===== config.mk =====
export PLATFORM = sky130hd
export DESIGN_NAME = lif_chain_flat
export DESIGN_NICKNAME = d
export VERILOG_FILES = /design/src/rtl/lif_chain_if.sv /design/src/rtl/lif_chain.sv /design/src/flat_wrapper.sv
export SDC_FILE = /design/constraint.sdc
export NUM_CORES = 1
export LEC_CHECK = 0
export BUFFER_PORTS_ARGS = -buffer_cell sky130_fd_sc_hd__buf_2
export CAP_MARGIN = 20
export CORE_MARGIN = 4
export CORE_UTILIZATION = 30
export CTS_CLUSTER_DIAMETER = 40
export DETAILED_ROUTE_END_ITERATION = 7
export PLACE_DENSITY = 0.49
export SLEW_MARGIN = 20
export SYNTH_ARGS = -nofsm -noshare
export SYNTH_HDL_FRONTEND = slang
export SYNTH_SLANG_ARGS = --single-unit

===== constraint.sdc =====
create_clock -name clk -period 4.1 [get_ports clk]
set_input_delay 0.205 -clock clk [delete_from_list [all_inputs] [get_ports clk]]
set_output_delay 0.205 -clock clk [all_outputs]
set_load 0.05 [all_outputs]

===== src/rtl/lif_chain_if.sv =====
// Bus bundle for the LIF chain: control and stimulus toward the core, spikes and readout back.
interface lif_chain_if #(
    parameter int unsigned WIDTH       = 8,
    parameter int unsigned NUM_NEURONS = 2,
    parameter int unsigned CNT_WIDTH   = 8,
    parameter int unsigned SEL_W       = (NUM_NEURONS > 1) ? $clog2(NUM_NEURONS) : 1
);
    logic                   en;
    logic [WIDTH-1:0]       current_in;
    logic [WIDTH-1:0]       thresh;
    logic [SEL_W-1:0]       sel;
    logic [NUM_NEURONS-1:0] spikes;
    logic [WIDTH-1:0]       state_out;
    logic [CNT_WIDTH-1:0]   count_out;

    modport master (
        output en, current_in, thresh, sel,
        input  spikes, state_out, count_out
    );

    modport slave (
        input  en, current_in, thresh, sel,
        output spikes, state_out, count_out
    );
endinterface


===== src/rtl/lif_chain.sv =====
// Chain of leaky integrate-and-fire neurons with a refractory FSM, saturating membranes
// and a selectable membrane readout. Optional per-neuron spike counters are built when
// LIF_SPIKE_COUNT_EN is defined; otherwise count_out is tied to zero.
module lif_chain #(
    parameter int unsigned WIDTH          = 8,
    parameter int unsigned NUM_NEURONS    = 2,
    parameter int unsigned LEAK_SHIFT     = 1,
    parameter int unsigned REFRACT_CYCLES = 2,
    parameter int unsigned CHAIN_WEIGHT   = 200,
    parameter int unsigned CNT_WIDTH      = 8
) (
    input  logic       clk,
    input  logic       rst,
    lif_chain_if.slave bus
);
    localparam int unsigned SUM_W = WIDTH + 1;
    localparam int unsigned RC_W  = (REFRACT_CYCLES > 0) ? $clog2(REFRACT_CYCLES + 1) : 1;

    localparam logic [0:0] ST_INTEG  = 1'b0;
    localparam logic [0:0] ST_REFRAC = 1'b1;

    logic [WIDTH-1:0]       v_q    [NUM_NEURONS];
    logic [WIDTH-1:0]       v_d    [NUM_NEURONS];
    logic [0:0]             st_q   [NUM_NEURONS];
    logic [0:0]             st_d   [NUM_NEURONS];
    logic [RC_W-1:0]        rcnt_q [NUM_NEURONS];
    logic [RC_W-1:0]        rcnt_d [NUM_NEURONS];
    logic [NUM_NEURONS-1:0] spk_q;
    logic [NUM_NEURONS-1:0] spk_d;

    logic [WIDTH-1:0]       cur    [NUM_NEURONS];
    logic [SUM_W-1:0]       sum    [NUM_NEURONS];
    logic [WIDTH-1:0]       v_sat  [NUM_NEURONS];
    logic [WIDTH-1:0]       state_mux;

    // Per-neuron input current, leaked membrane plus current, clamped at full scale
    always_comb begin
        cur[0] = bus.current_in;
        for (int i = 1; i < NUM_NEURONS; i++) begin
            cur[i] = spk_q[i-1] ? WIDTH'(CHAIN_WEIGHT) : '0;
        end
        for (int i = 0; i < NUM_NEURONS; i++) begin
            sum[i]   = SUM_W'(v_q[i] >> LEAK_SHIFT) + SUM_W'(cur[i]);
            v_sat[i] = sum[i][WIDTH] ? '1 : sum[i][WIDTH-1:0];
        end
    end

    // Next-state logic: integrate/fire and refractory countdown; hold everything when disabled
    always_comb begin
        v_d    = v_q;
        st_d   = st_q;
        rcnt_d = rcnt_q;
        spk_d  = '0;
        if (bus.en) begin
            for (int i = 0; i < NUM_NEURONS; i++) begin
                case (st_q[i])
                    ST_INTEG: begin
                        if (v_q[i] >= bus.thresh) begin
                            spk_d[i]  = 1'b1;
                            v_d[i]    = '0;
                            rcnt_d[i] = RC_W'(REFRACT_CYCLES);
                            st_d[i]   = (REFRACT_CYCLES == 0) ? ST_INTEG : ST_REFRAC;
                        end else begin
                            v_d[i] = v_sat[i];
                        end
                    end
                    ST_REFRAC: begin
                        v_d[i]    = '0;
                        rcnt_d[i] = rcnt_q[i] - RC_W'(1);
                        if (rcnt_q[i] == RC_W'(1)) begin
                            st_d[i] = ST_INTEG;
                        end
                    end
                    default: begin
                        st_d[i] = ST_INTEG;
                    end
                endcase
            end
        end
    end

    // State registers; reset wins over enable and any FSM state
    always_ff @(posedge clk) begin
        if (rst) begin
            for (int i = 0; i < NUM_NEURONS; i++) begin
                v_q[i]    <= '0;
                st_q[i]   <= ST_INTEG;
                rcnt_q[i] <= '0;
            end
            spk_q <= '0;
        end else begin
            v_q    <= v_d;
            st_q   <= st_d;
            rcnt_q <= rcnt_d;
            spk_q  <= spk_d;
        end
    end

    // Membrane readout of the selected neuron; out-of-range selections read as zero
    always_comb begin
        state_mux = '0;
        if (32'(bus.sel) < NUM_NEURONS) begin
            state_mux = v_q[bus.sel];
        end
    end

    assign bus.spikes    = spk_q;
    assign bus.state_out = state_mux;

`ifdef LIF_SPIKE_COUNT_EN
    logic [CNT_WIDTH-1:0] cnt_q [NUM_NEURONS];
    logic [CNT_WIDTH-1:0] cnt_mux;

    // Saturating spike counters, stepped on the same edge the spike flag is set
    always_ff @(posedge clk) begin
        if (rst) begin
            for (int i = 0; i < NUM_NEURONS; i++) begin
                cnt_q[i] <= '0;
            end
        end else begin
            for (int i = 0; i < NUM_NEURONS; i++) begin
                if (spk_d[i] && (cnt_q[i] != '1)) begin
                    cnt_q[i] <= cnt_q[i] + CNT_WIDTH'(1);
                end
            end
        end
    end

    // Counter readout of the selected neuron
    always_comb begin
        cnt_mux = '0;
        if (32'(bus.sel) < NUM_NEURONS) begin
            cnt_mux = cnt_q[bus.sel];
        end
    end

    assign bus.count_out = cnt_mux;
`else
    assign bus.count_out = '0;
`endif
endmodule


===== src/flat_wrapper.sv =====
// flat-port wrapper written by rule: the top's interface ports become plain ports
module lif_chain_flat 
#(
    parameter int unsigned WIDTH          = 8,
    parameter int unsigned NUM_NEURONS    = 2,
    parameter int unsigned LEAK_SHIFT     = 1,
    parameter int unsigned REFRACT_CYCLES = 2,
    parameter int unsigned CHAIN_WEIGHT   = 200,
    parameter int unsigned CNT_WIDTH      = 8
)
  (clk, rst, bus_en, bus_current_in, bus_thresh, bus_sel, bus_spikes, bus_state_out, bus_count_out);
  lif_chain_if #(.WIDTH(WIDTH), .NUM_NEURONS(NUM_NEURONS), .CNT_WIDTH(CNT_WIDTH)) bus_i ();
  input  logic clk;
  input  logic rst;
  input wire logic [$bits(bus_i.en)-1:0] bus_en;
  input wire logic [$bits(bus_i.current_in)-1:0] bus_current_in;
  input wire logic [$bits(bus_i.thresh)-1:0] bus_thresh;
  input wire logic [$bits(bus_i.sel)-1:0] bus_sel;
  output wire logic [$bits(bus_i.spikes)-1:0] bus_spikes;
  output wire logic [$bits(bus_i.state_out)-1:0] bus_state_out;
  output wire logic [$bits(bus_i.count_out)-1:0] bus_count_out;
  assign bus_i.en = bus_en;
  assign bus_i.current_in = bus_current_in;
  assign bus_i.thresh = bus_thresh;
  assign bus_i.sel = bus_sel;
  assign bus_spikes = bus_i.spikes;
  assign bus_state_out = bus_i.state_out;
  assign bus_count_out = bus_i.count_out;
  lif_chain #(.WIDTH(WIDTH), .NUM_NEURONS(NUM_NEURONS), .LEAK_SHIFT(LEAK_SHIFT), .REFRACT_CYCLES(REFRACT_CYCLES), .CHAIN_WEIGHT(CHAIN_WEIGHT), .CNT_WIDTH(CNT_WIDTH)) u_core (.clk(clk), .rst(rst), .bus(bus_i));
endmodule

==> summary.txt <==
Outcome
  • Status: finished, final reports clean

Synthesis
  • Post-synth EDFFs: 0
  • Synth Warn #: 0
  • Post-synth ARST share: 0%
  • Mapped Area: 1940 µm²
  • Synthesized area per cell: 8.60 µm²
  • Netlist cell types: 50
  • FF+latch count, synth: 24
  • Synth Flop Type: dfxtp_1
  • Sequential fraction of the synthesis area: 24.8%
  • Mapped Cells: 225

Routing
  • Post-DRT Antenna Nets: 0
  • Vias: roughly 1,600
  • Drt initial violations: 62
  • Total iterations of the first detailed-routing run: 4
  • # DRC: 0
  • Drt wl/cell: 13.5 µm
  • Vias/cell: 4.85
  • WL final: 4.42 mm

Final layout
  • Final net count: 303
  • Most frequent cells in the layout: 30 x ha_1, 29 x buf_2, 24 x dfxtp_1, 22 x o21ai_0, 20 x inv_1
  • Share of layout cells above drive strength 1: 20.3%
  • Most common cell after layout, fill and taps aside: ha_1
  • Fin area: 2170 µm²
  • Area Growth Syn to Fin: 12.3%
  • Ant diodes: 0

Timing
  • Setup violations, final: 0
  • Setup ws final: 1.99 ns
  • RSZ-0062 raised after global routing: no
  • Final period util: 51.4%
  • Fin Clk Skew: 0.00910 ns
  • Max-slew violation count: 0
  • Worst hold slack: about 0.3 ns
  • Final Critical Period: 2.11 ns
  • Setup tns final: 0 ns
  • Peak Freq: 475 MHz
  • Hold Fails Final Rpt: 0

Worst setup path
  • Largest stage delay, worst path: 0.42 ns
  • Crit Path Category: reg -> reg
  • Reg-to-Reg Start: u_core.v_q[9]$_SDFFE_PP0P_
  • Worst path slowest cell: fa_1
  • FF-to-FF End: u_core.v_q[13]$_SDFFE_PP0P_
  • Max FO, Critical Path: 7
  • Worst r2r path cells: 7
  • Required @ worst endpoint: about 4.3 ns
  • R2R Setup Slk: between 1.5 and 2 ns
  • CP startpoint kind: register
  • Worst EP arrival: roughly 2.3 ns
  • Crit-path cells: ha_1, fa_1, a211o_1, nand2_2, a31oi_2, nor4b_1, a211oi_1
  • Worst setup EP type: register

Job
  • Max-Cap Viols: 0

Hold path
  • Hold WC Path Type: in -> reg
  • Hold path endpoint: u_core.v_q[14]$_SDFFE_PP0P_
  • Min-delay src: bus_current_in[7]
  • Worst hold path depth: 3

Die
  • Die Span Y: between 80 and 90 µm
  • Rows: 29
  • IO Pins: 38
  • Starting Density: 30.7%
  • Core area: 6310 µm²
  • Die area: roughly 7800 µm²
  • Die W: 88.3 µm

Clocking
  • Setup Fix Bufs, Post-CTS: 0
  • CTS H-tree lvls: 1
  • CTS Hold Buffers Added: 0
  • Worst-skew pair later-pin latency: 0.27 ns
  • CTS max path bufs: 2
  • CTS tree: done
  • Total CTS buffers: 3
  • Clock slew at reported path FFs: about 0.090 ns
  • CTS Sinks: 24
  • PostCTS Resize Cnt: 0
  • Root Driver: clkbuf_8

Global route
  • GRT Total Usage: 12.2%
  • Grt total ovfl: 0
  • First-pass GRT wire length: 7.59 mm
  • Initial antenna violation count: 0
  • Number of global-route vias before repair: 1,583
  • Largest net degree at the start of global routing: 27

Place
  • Placed instance area: 2120 µm²
  • Final HPWL DP: 3.47 mm
  • I/O Buffers: 29
  • Pre-CTS worst setup slack: 2.01 ns
  • Placer Congestion: 0.812

Pwr
  • Max IR drop VDD: roughly 0.00013 V
  • P_leak: 0.00102 µW
  • Power per cell area: about 310 nW/µm²
logic make-up (layout without fill, tap and decap cells):
group | after synthesis | in the layout | share of synthesized area, %
and+or+nand+nor | 50 | 50 | 13.6
xor gates and xnor gates | 7 | 7 | 3.17
buffers and inverters | 34 | 53 | 8.21
adders and majority gates | 31 | 31 | 20.4
muxes | 7 | 7 | 4.07
DFF | 24 | 24 | 24.8
AOI/OAI and AO/OA | 71 | 71 | 25.5
other | 1 | 8 | 0.194
sequential cells by signal, summed over array words and instances (netlist names):
register           count
u_core.bus.spikes      2
u_core.v_q            16
u_core.rcnt_q          4
u_core.st_q            2
how the worst max path moves through the flow:
stage | depth (start not counted) | start | endpoint | slack, ns
global placement | 7 | u_core.v_q[9]$_SDFFE_PP0P_ | u_core.v_q[14]$_SDFFE_PP0P_ | 2.04
global route | 7 | u_core.v_q[9]$_SDFFE_PP0P_ | u_core.v_q[13]$_SDFFE_PP0P_ | 1.82
floorplan | 7 | u_core.v_q[9]$_SDFFE_PP0P_ | u_core.v_q[14]$_SDFFE_PP0P_ | 2.15
CTS | 7 | u_core.v_q[9]$_SDFFE_PP0P_ | u_core.v_q[14]$_SDFFE_PP0P_ | 1.98
finish | 7 | u_core.v_q[9]$_SDFFE_PP0P_ | u_core.v_q[13]$_SDFFE_PP0P_ | 1.99
detailed placement | 7 | u_core.v_q[9]$_SDFFE_PP0P_ | u_core.v_q[13]$_SDFFE_PP0P_ | 2.01
layout make-up:
type	count	area, µm²
Fill cell	673	4140
Multi-Input combinational cell	174	1320
Sequential cell	24	480
Timing Repair Buffer	29	145
Tap cell	77	96.3
Inverter	20	75.1
Clock buffer	4	55.1
metal layers:
layer  track usage (%)  share of wire (%)
met5                 0                  0
met1              17.7                 55
met2              18.6                 40
met3              2.79                4.6
met4              2.06               0.48
cell usage after synthesis (all sizes together), types with 2 or more instances:
cell type,n,area share [%]
ha,30,19
buf,9,3.4
dfxtp,24,25
xnor2,4,1.8
o21ai,25,6.7
nor2,6,1.2
a31oi,2,0.97
nand2b,8,2.6
nor3,6,1.8
o21a,2,0.78
nand3b,4,1.6
xor2,3,1.4
a21o,3,1.2
a21oi,15,3.9
clkbuf,5,0.97
a211oi,5,2.8
mux2,7,4.1
nand2,17,3.4
o32ai,5,2.3
nand3,3,0.78
a221oi,2,1.2
inv,20,3.9
nor2b,2,0.65
where the power goes:
group,switching (µW),internal [µW]
Clock,79.6,85.8
Combinational,152,90.9
Sequential,17.2,249
Total,249,426
through the flow:
step,power (µW),util [%],cells
after floorplan,468,-,232
after global placement,517,33.6,324
after global routing,728,34.4,328
after detailed placement,517,33.6,324
final,675,34.4,328
after CTS,686,34.4,328
critical path: cells and delay by family, from the launching register on:
kind                     cells  cell delay [ns]
AND/OR/NAND/NOR              2             0.41
flip-flops                   1             0.35
adder cells (fa/ha/maj)      2             0.63
AO/OA/AOI/OAI                3             0.60
No activity file was read; power rests on OpenSTA's default activity.
